$ cat src/rtl/io_ctrl_pkg.sv
// Shared definitions for the key/mode controller: ALU mode encoding,
// CPU register addresses and the accepted-press counter width.
package io_ctrl_pkg;

   typedef enum logic [1:0] {
      MODE_ADD = 2'b00,
      MODE_SUB = 2'b01,
      MODE_XOR = 2'b10
   } mode_e;

   localparam logic [1:0] ADDR_SW    = 2'd0;
   localparam logic [1:0] ADDR_MODE  = 2'd1;
   localparam logic [1:0] ADDR_FLAGS = 2'd2;
   localparam logic [1:0] ADDR_CNT   = 2'd3;

   localparam int EVT_CNT_W = 16;

endpackage

$ cat src/rtl/key_debouncer.sv
// Single-key conditioner: synchronizer chain, stability down-counter and
// falling-edge press detector. Keys are active-low; reset state is released.
module key_debouncer #(
   parameter int DEBOUNCE_CYCLES = 4,
   parameter int SYNC_STAGES     = 2
) (
   input  logic clock,
   input  logic resetn,
   input  logic key_raw,
   output logic press
);

   localparam int CNT_W = (DEBOUNCE_CYCLES > 1) ? $clog2(DEBOUNCE_CYCLES) : 1;
   localparam logic [CNT_W-1:0] CNT_LOAD = CNT_W'(DEBOUNCE_CYCLES - 1);
   localparam logic [CNT_W-1:0] CNT_ONE  = CNT_W'(1);

   logic [SYNC_STAGES-1:0] sync_q, sync_d;
   logic                   db_q, db_d;
   logic [CNT_W-1:0]       cnt_q, cnt_d;
   logic                   press_q, press_d;
   logic                   sample;

   assign sample = sync_q[SYNC_STAGES-1];
   assign press  = press_q;

   // cnt_q == 0 means idle; a differing sample loads the count of further
   // differing samples still needed, any agreeing sample abandons the attempt.
   always_comb begin
      sync_d[0] = key_raw;
      for (int i = 1; i < SYNC_STAGES; i++) begin
         sync_d[i] = sync_q[i-1];
      end
      db_d  = db_q;
      cnt_d = cnt_q;
      if (sample == db_q) begin
         cnt_d = '0;
      end else if ((DEBOUNCE_CYCLES == 1) || (cnt_q == CNT_ONE)) begin
         db_d  = sample;
         cnt_d = '0;
      end else if (cnt_q == '0) begin
         cnt_d = CNT_LOAD;
      end else begin
         cnt_d = cnt_q - CNT_ONE;
      end
      press_d = db_q & ~db_d;
   end

   // State registers with synchronous active-low reset.
   always_ff @(posedge clock) begin
      if (!resetn) begin
         sync_q  <= '1;
         db_q    <= 1'b1;
         cnt_q   <= '0;
         press_q <= 1'b0;
      end else begin
         sync_q  <= sync_d;
         db_q    <= db_d;
         cnt_q   <= cnt_d;
         press_q <= press_d;
      end
   end

endmodule

$ cat src/rtl/io_key_mode_ctrl.sv
// Push-button ALU mode selector with CPU-readable status registers.
// Optional feature macro: KEY_EVENT_COUNT_EN (accepted-press counter at addr 3).
//
// state    | meaning
// MODE_ADD | datapath adds (reset state, selected by key3)
// MODE_SUB | datapath subtracts (selected by key2)
// MODE_XOR | datapath XORs (selected by key1)
module io_key_mode_ctrl
   import io_ctrl_pkg::*;
#(
   parameter int DEBOUNCE_CYCLES = 4,
   parameter int SYNC_STAGES     = 2
) (
   input  logic        clock,
   input  logic        resetn,
   input  logic [3:1]  key,
   input  logic [9:0]  sw,
   input  logic        io_rd,
   input  logic [1:0]  io_addr,
   output logic [31:0] io_rdata,
   output logic [1:0]  mode,
   output logic        mode_changed,
   output logic [9:0]  led
);

   logic [3:1]                  press_raw;
   logic [3:1]                  ev;
   logic [SYNC_STAGES-1:0][9:0] sw_sync_q, sw_sync_d;
   logic [9:0]                  sw_s;
   mode_e                       mode_q, mode_d;
   logic                        mode_changed_q, mode_changed_d;
   logic [2:0]                  flags_q, flags_d;
   logic [31:0]                 io_rdata_q, io_rdata_d;
   logic [31:0]                 rd_word;
   logic [31:0]                 cnt_word;

   for (genvar k = 1; k <= 3; k++) begin : g_key
      key_debouncer #(
         .DEBOUNCE_CYCLES(DEBOUNCE_CYCLES),
         .SYNC_STAGES    (SYNC_STAGES)
      ) u_deb (
         .clock  (clock),
         .resetn (resetn),
         .key_raw(key[k]),
         .press  (press_raw[k])
      );
   end

   // Priority key3 > key2 > key1; losing events of the same cycle are dropped.
   always_comb begin
      ev = 3'b000;
      if (press_raw[3])      ev = 3'b100;
      else if (press_raw[2]) ev = 3'b010;
      else if (press_raw[1]) ev = 3'b001;
   end

   // Mode next-state; the change pulse is only for an actual mode change.
   always_comb begin
      mode_d = mode_q;
      if (ev[3])      mode_d = MODE_ADD;
      else if (ev[2]) mode_d = MODE_SUB;
      else if (ev[1]) mode_d = MODE_XOR;
      mode_changed_d = (mode_d != mode_q);
   end

   // Switch synchronizer chain.
   always_comb begin
      sw_sync_d[0] = sw;
      for (int i = 1; i < SYNC_STAGES; i++) begin
         sw_sync_d[i] = sw_sync_q[i-1];
      end
   end

   assign sw_s = sw_sync_q[SYNC_STAGES-1];

`ifdef KEY_EVENT_COUNT_EN
   logic [EVT_CNT_W-1:0] evt_cnt_q, evt_cnt_d;

   // One count per cycle holding any arbitrated press; wraps naturally.
   always_comb evt_cnt_d = (|ev) ? evt_cnt_q + EVT_CNT_W'(1) : evt_cnt_q;

   // Counter register.
   always_ff @(posedge clock) begin
      if (!resetn) evt_cnt_q <= '0;
      else         evt_cnt_q <= evt_cnt_d;
   end

   assign cnt_word = {{(32-EVT_CNT_W){1'b0}}, evt_cnt_q};
`else
   assign cnt_word = '0;
`endif

   // Read mux, sticky-flag update and read-data capture; a new press wins
   // over the clear caused by a read of the flags in the same cycle.
   always_comb begin
      case (io_addr)
         ADDR_SW:    rd_word = {22'b0, sw_s};
         ADDR_MODE:  rd_word = {30'b0, mode_q};
         ADDR_FLAGS: rd_word = {29'b0, flags_q};
         ADDR_CNT:   rd_word = cnt_word;
         default:    rd_word = '0;
      endcase
      flags_d = flags_q;
      if (io_rd && (io_addr == ADDR_FLAGS)) flags_d = 3'b000;
      flags_d    = flags_d | ev;
      io_rdata_d = io_rd ? rd_word : io_rdata_q;
   end

   // State registers with synchronous active-low reset.
   always_ff @(posedge clock) begin
      if (!resetn) begin
         sw_sync_q      <= '0;
         mode_q         <= MODE_ADD;
         mode_changed_q <= 1'b0;
         flags_q        <= 3'b000;
         io_rdata_q     <= '0;
      end else begin
         sw_sync_q      <= sw_sync_d;
         mode_q         <= mode_d;
         mode_changed_q <= mode_changed_d;
         flags_q        <= flags_d;
         io_rdata_q     <= io_rdata_d;
      end
   end

   assign mode         = mode_q;
   assign mode_changed = mode_changed_q;
   assign io_rdata     = io_rdata_q;
   assign led          = {4'b0000, flags_q,
                          (mode_q == MODE_XOR), (mode_q == MODE_SUB), (mode_q == MODE_ADD)};

endmodule

$ cat config.mk
export PLATFORM = sky130hd
export DESIGN_NAME = io_key_mode_ctrl
export DESIGN_NICKNAME = d
export VERILOG_FILES = /design/src/rtl/io_ctrl_pkg.sv /design/src/rtl/key_debouncer.sv /design/src/rtl/io_key_mode_ctrl.sv
export SDC_FILE = /design/constraint.sdc
export NUM_CORES = 1
export LEC_CHECK = 0
export BUFFER_PORTS_ARGS = -buffer_cell sky130_fd_sc_hd__clkbuf_2
export CORE_UTILIZATION = 50
export CTS_CLUSTER_SIZE = 28
export DETAILED_ROUTE_END_ITERATION = 12
export PLACE_DENSITY = 0.8
export SLEW_MARGIN = 20
export SYNTH_ARGS = -nofsm -noshare
export SYNTH_HDL_FRONTEND = slang
export SYNTH_SLANG_ARGS = --single-unit
$ cat constraint.sdc
create_clock -name clock -period 1.32 [get_ports clock]
set_input_delay 0.33 -clock clock [delete_from_list [all_inputs] [get_ports clock]]
set_output_delay 0.33 -clock clock [all_outputs]
set_load 0.02 [all_outputs]
Word-level counts from Yosys, hierarchy flattened --
Cells that the tools add are included.
Word-level totals: output and inout bits 45, input port bits 18, register bits 76
Cells by class: mux-type cells 17, equal/unequal tests 12, bitwise gates (word level) 8, reductions and logical operators 9, add/sub/neg operators 3
Operators by type and width (count):
- $pmux W32 S4 | 1
- $mux W2 | 7
- $eq A2 B1 Y1 const B | 5
- $logic_not A2 Y1 | 5
- $reduce_or A3 Y1 | 3
- $mux W1 | 7
- $eq A2 B2 Y1 const B | 3
- $mux W3 | 2
- $sub A2 B1 Y2 const B | 3
- $not A1 Y1 | 4
- $and A1 B1 Y1 | 3
- $eq A1 B1 Y1 | 3
- $or A3 B3 Y3 | 1
- $ne A2 B2 Y1 | 1
- $logic_and A1 B1 Y1 | 1

Logic depth before layout (Yosys ltp) --
depth in word-level cells 7, depth in mapped cells 4

By module --
Synthesis repeated with hierarchy kept, for this count alone.
Second synthesis, totals: cells, all modules 207, area, all modules 2127.0 µm²
Modules (own cells, without submodules):
- io_key_mode_ctrl | cells each 150, instances 1, area each 1458.9 µm², seq. area each 720.7 µm²
- key_debouncer | cells each 19, instances 3, area each 222.7 µm², seq. area each 120.1 µm²

Worst setup path before layout --
Ideal clock, no wire load.
kind register -> register, from register mode_q[0], in the netlist mode[0], to register mode_changed_q, in the netlist mode_changed, stages on the path, launching flop included 4, setup time 0.115 ns, data required time 1.205 ns, arrival time 1.083 ns, setup slack 0.121 ns, cells stage by stage dfxtp_1 nor2b_2 o221ai_2 and3_1
On the way: cells in the longest elaborated chain, start to end 4
RTL lines:
- start: declaration | RTL line io_key_mode_ctrl.sv:30 | mode_e mode_q, mode_d;
- start signal: assignment | RTL line io_key_mode_ctrl.sv:119 | mode_q <= mode_d;
- $mux W2 | RTL line io_key_mode_ctrl.sv:62 | else if (ev[1]) mode_d = MODE_XOR;
- $mux W2 | RTL line io_key_mode_ctrl.sv:61 | else if (ev[2]) mode_d = MODE_SUB;
- $mux W2 | RTL line io_key_mode_ctrl.sv:60 | if (ev[3]) mode_d = MODE_ADD;
- $ne A2 B2 Y1 (*) | RTL line io_key_mode_ctrl.sv:63 | mode_changed_d = (mode_d != mode_q);
- end signal: assignment | RTL line io_key_mode_ctrl.sv:120 | mode_changed_q <= mode_changed_d;
- end: declaration | RTL line io_key_mode_ctrl.sv:31 | logic mode_changed_q, mode_changed_d;
Mark *: on every way between the ends. The rest lies on a longest branch, timed or not. A chain may end at the register's enable or synchronous reset.

Worst setup path in the final report --
from register mode_q[0], in the netlist mode[0], to output led[2]
On the way: cells in the longest elaborated chain, start to end 1
RTL lines:
- $eq A2 B2 Y1 | RTL line io_key_mode_ctrl.sv:130 | (mode_q == MODE_XOR), (mode_q == MODE_SUB), (mode_q == MODE_ADD)};
- end: declaration | RTL line io_key_mode_ctrl.sv:23 | output logic [9:0] led
Every way passes these cells.

==> flow_summary.ini <==
[grt]
grt_pass1_vias = 1107
groute.usage.overall = 0.141
grt_start_max_net_pins = 51
wire_length_of_the_first_global_routing_pass_um = 4660
grt_antenna_before_repair = 0
residual_overflow_from_global_routing = 0

[detailed_routing]
route.detailed.vias_per_inst = 4.41
routed-via-count = 1309
avgRoutedWirePerCell_um = 9.88
drtPass1Iterations = 4
detail_route.wirelength_um = 2930
drt-initial-drc-count = 46
drc_violations_left = 0
drt.antenna.violating_nets = 0

[cts]
tritoncts_num_sinks = 54
cts_buffers = 5
ctsHoldBuffers = 0
tritoncts = yes
ctsHtreeMaxLevel = 2
clk_transition_reported_paths_ps = 100
clock_latency_late_sink_ps = 300
clockRootBuffer = sky130_fd_sc_hd__clkbuf_8
cts_max_path_buffers = 2

[placed_design]
portbufs = 36
place.detailed.hpwl_um = 2110
finalWeightedCongestion = 0.721

[sta]
number_of_hold_violations_in_the_final_report = 0
grt_setup_unrepaired = yes
totalNegativeSetupSlack_ps = -43.9
achievable-frequency_ghz = 0.735
finClkSkew_ps = 5.49
min_period_over_period = 1.03
post-route-min-period_ps = 1360
finalMaxSlewViolations = 0
setup_viol_count_final = 2
hold_slack_ps = 205
finalWorstSetupSlack_ps = -39.9

[layout]
area_growth_syn_to_layout_pct = 13.3
fin_nets = 270
ff_latch_area_um2 = 1090
final.fill_count = 363
multi_input_area_um2 = 855
finalCoreUtilization = 0.594
post_route_cells_drive_above_1_share = 0.231
insertedDiodeCount = 0

[setup_path]
crit_path_start_kind = flop
critical_path_maximum_fanout = 5
crit_chain = and2b_4 -> buf_8
worst-endpoint-required_ps = 990
worst_setup_path_class = flop to output pin
critical_path_s_top_delay_family = flip-flops
setup.worst_path.end_class = output pin
critPathBufInv = 1
worst_path_largest_cell_delay_ps = 360
critical_path_arrival_ps = 1030
crit_path_top_delay_cell = sky130_fd_sc_hd__dfxtp_4

[pwr]
vdd_drop_max_mv = 0.527
p_per_area_nw_per_um2 = 1200
total_power_w = 0.00287
cellLeakagePower_nw = 1.09

[floorplan]
die_h_um = 67.0
floorplan.die.width_um = 67.0
floorplan.die_area_um2 = 4490
ios = 63
floorplan.initialDensity = 0.525
design.core.area_um2 = 4030
placement_rows = 23

[synthesis]
synth_edf_count = 0
syn-mean-instance-area_um2 = 10.2
postSynthCellCount = 207
most_common_flop_cell_mapped_by_yosys = sky130_fd_sc_hd__dfxtp_1
synth-seq-area-share = 0.511
synth.distinct_cells = 34
synth_top_cell_by_area = sky130_fd_sc_hd__dfxtp_1
syn-cell-area_um2 = 2110
netlist.area_leader.share = 0.511
yosys.cell_count.top_type = sky130_fd_sc_hd__dfxtp_1
netlist_top_cells_count = 54 x sky130_fd_sc_hd__dfxtp_1, 26 x sky130_fd_sc_hd__buf_4, 21 x sky130_fd_sc_hd__and2_1
synth-warning-count = 0
synthTopCellsByArea = sky130_fd_sc_hd__dfxtp_1 51%, sky130_fd_sc_hd__buf_4 9.2%, sky130_fd_sc_hd__and2_1 6.2%, sky130_fd_sc_hd__nand2b_1 3.8%, sky130_fd_sc_hd__ha_1 3.6%
async_set_or_reset_flop_fraction_in_the_synthesized_netlist = 0
ys_seq_elements = 54

[outcome]
violations = negative setup slack
status = complete, but fails checks

[job]
max_cap_viol_count = 0

[worst_hold_path]
hold_path_class = primary input to flop
cells in the final DEF (no fill, tap or decap), types with 6 or more instances in the layout:
cell type,count
sky130_fd_sc_hd__a21boi_1,7
sky130_fd_sc_hd__a21oi_1,7
sky130_fd_sc_hd__and2_1,21
sky130_fd_sc_hd__clkbuf_2,33
sky130_fd_sc_hd__conb_1,26
sky130_fd_sc_hd__dfxtp_1,52
sky130_fd_sc_hd__ha_1,6
sky130_fd_sc_hd__inv_1,11
sky130_fd_sc_hd__mux2i_1,6
sky130_fd_sc_hd__nand2b_1,13
sky130_fd_sc_hd__nand3_1,7
path summary, 6_finish.rpt:
| check | startpoint | to | slack, ps | cells after the start |
|---|---|---|---|---|
| min reg2reg | g_key[1].u_deb.sync_q[0] | g_key[1].u_deb.sync_q[1] | 410 | 1 |
| min | key[3] | g_key[3].u_deb.sync_q[0] | 210 | 2 |
| max | mode[0] | led[2] | -40 | 2 |
| max reg2reg | mode[0] | mode_changed | 240 | 4 |
flip-flops by register name, summed over array words and instances (netlist names):
name and flops:
g_key.u_deb.sync_q 6, g_key.u_deb.press 3, io_rdata 10, mode 2, sw_sync_d 10, g_key.u_deb.db_q 3
mode_changed 1, g_key.u_deb.cnt_q 6, sw_s 10, flags_q 3
where the power goes:
| part | internal (W) | switching [W] |
|---|---|---|
| Combinational | 0.0000855 | 0.000147 |
| Clock | 0.000397 | 0.000549 |
| Sequential | 0.00168 | 0.0000182 |
| Total | 0.00216 | 0.000714 |
area by class of cell:
type | count | area share
timing repair buffer | 41 | 0.106
tap | 50 | 0.0261
sequential | 54 | 0.453
inverter | 11 | 0.0172
clock buffer | 5 | 0.0287
multi-input combinational | 133 | 0.357
clock inverter | 3 | 0.0120
cells by family after synthesis:
group                    share of synthesized area
adder cells (fa/ha/maj)                     0.0355
multiplexers                                0.0284
AND/OR/NAND/NOR                              0.206
XOR/XNOR                                    0.0124
other                                      0.00177
buffers and inverters                        0.131
flip-flops                                   0.511
AO/OA/AOI/OAI                               0.0734
routing by layer:
metal | track usage | share of wire
met1 | 0.172 | 0.47
met4 | 0.0798 | 0.011
met5 | 0 | 0
met3 | 0.0360 | 0.047
met2 | 0.223 | 0.47
repair_timing:
item	CTS	global route
resized for setup	8	3
endpoints found under the setup margin	4	3
gates cloned	0	0
setup buffers	2	1
through the flow:
step | cells | cell area (µm²) | setup slack [ps]
detailed placement | 286 | 2240 | 180
global route | 297 | 2390 | -81.1
global placement | 286 | 2240 | 202
finish | 297 | 2390 | -39.9
floorplan | 232 | 2210 | 121
CTS | 296 | 2380 | -67.1
No activity file was read; power rests on OpenSTA's default activity.
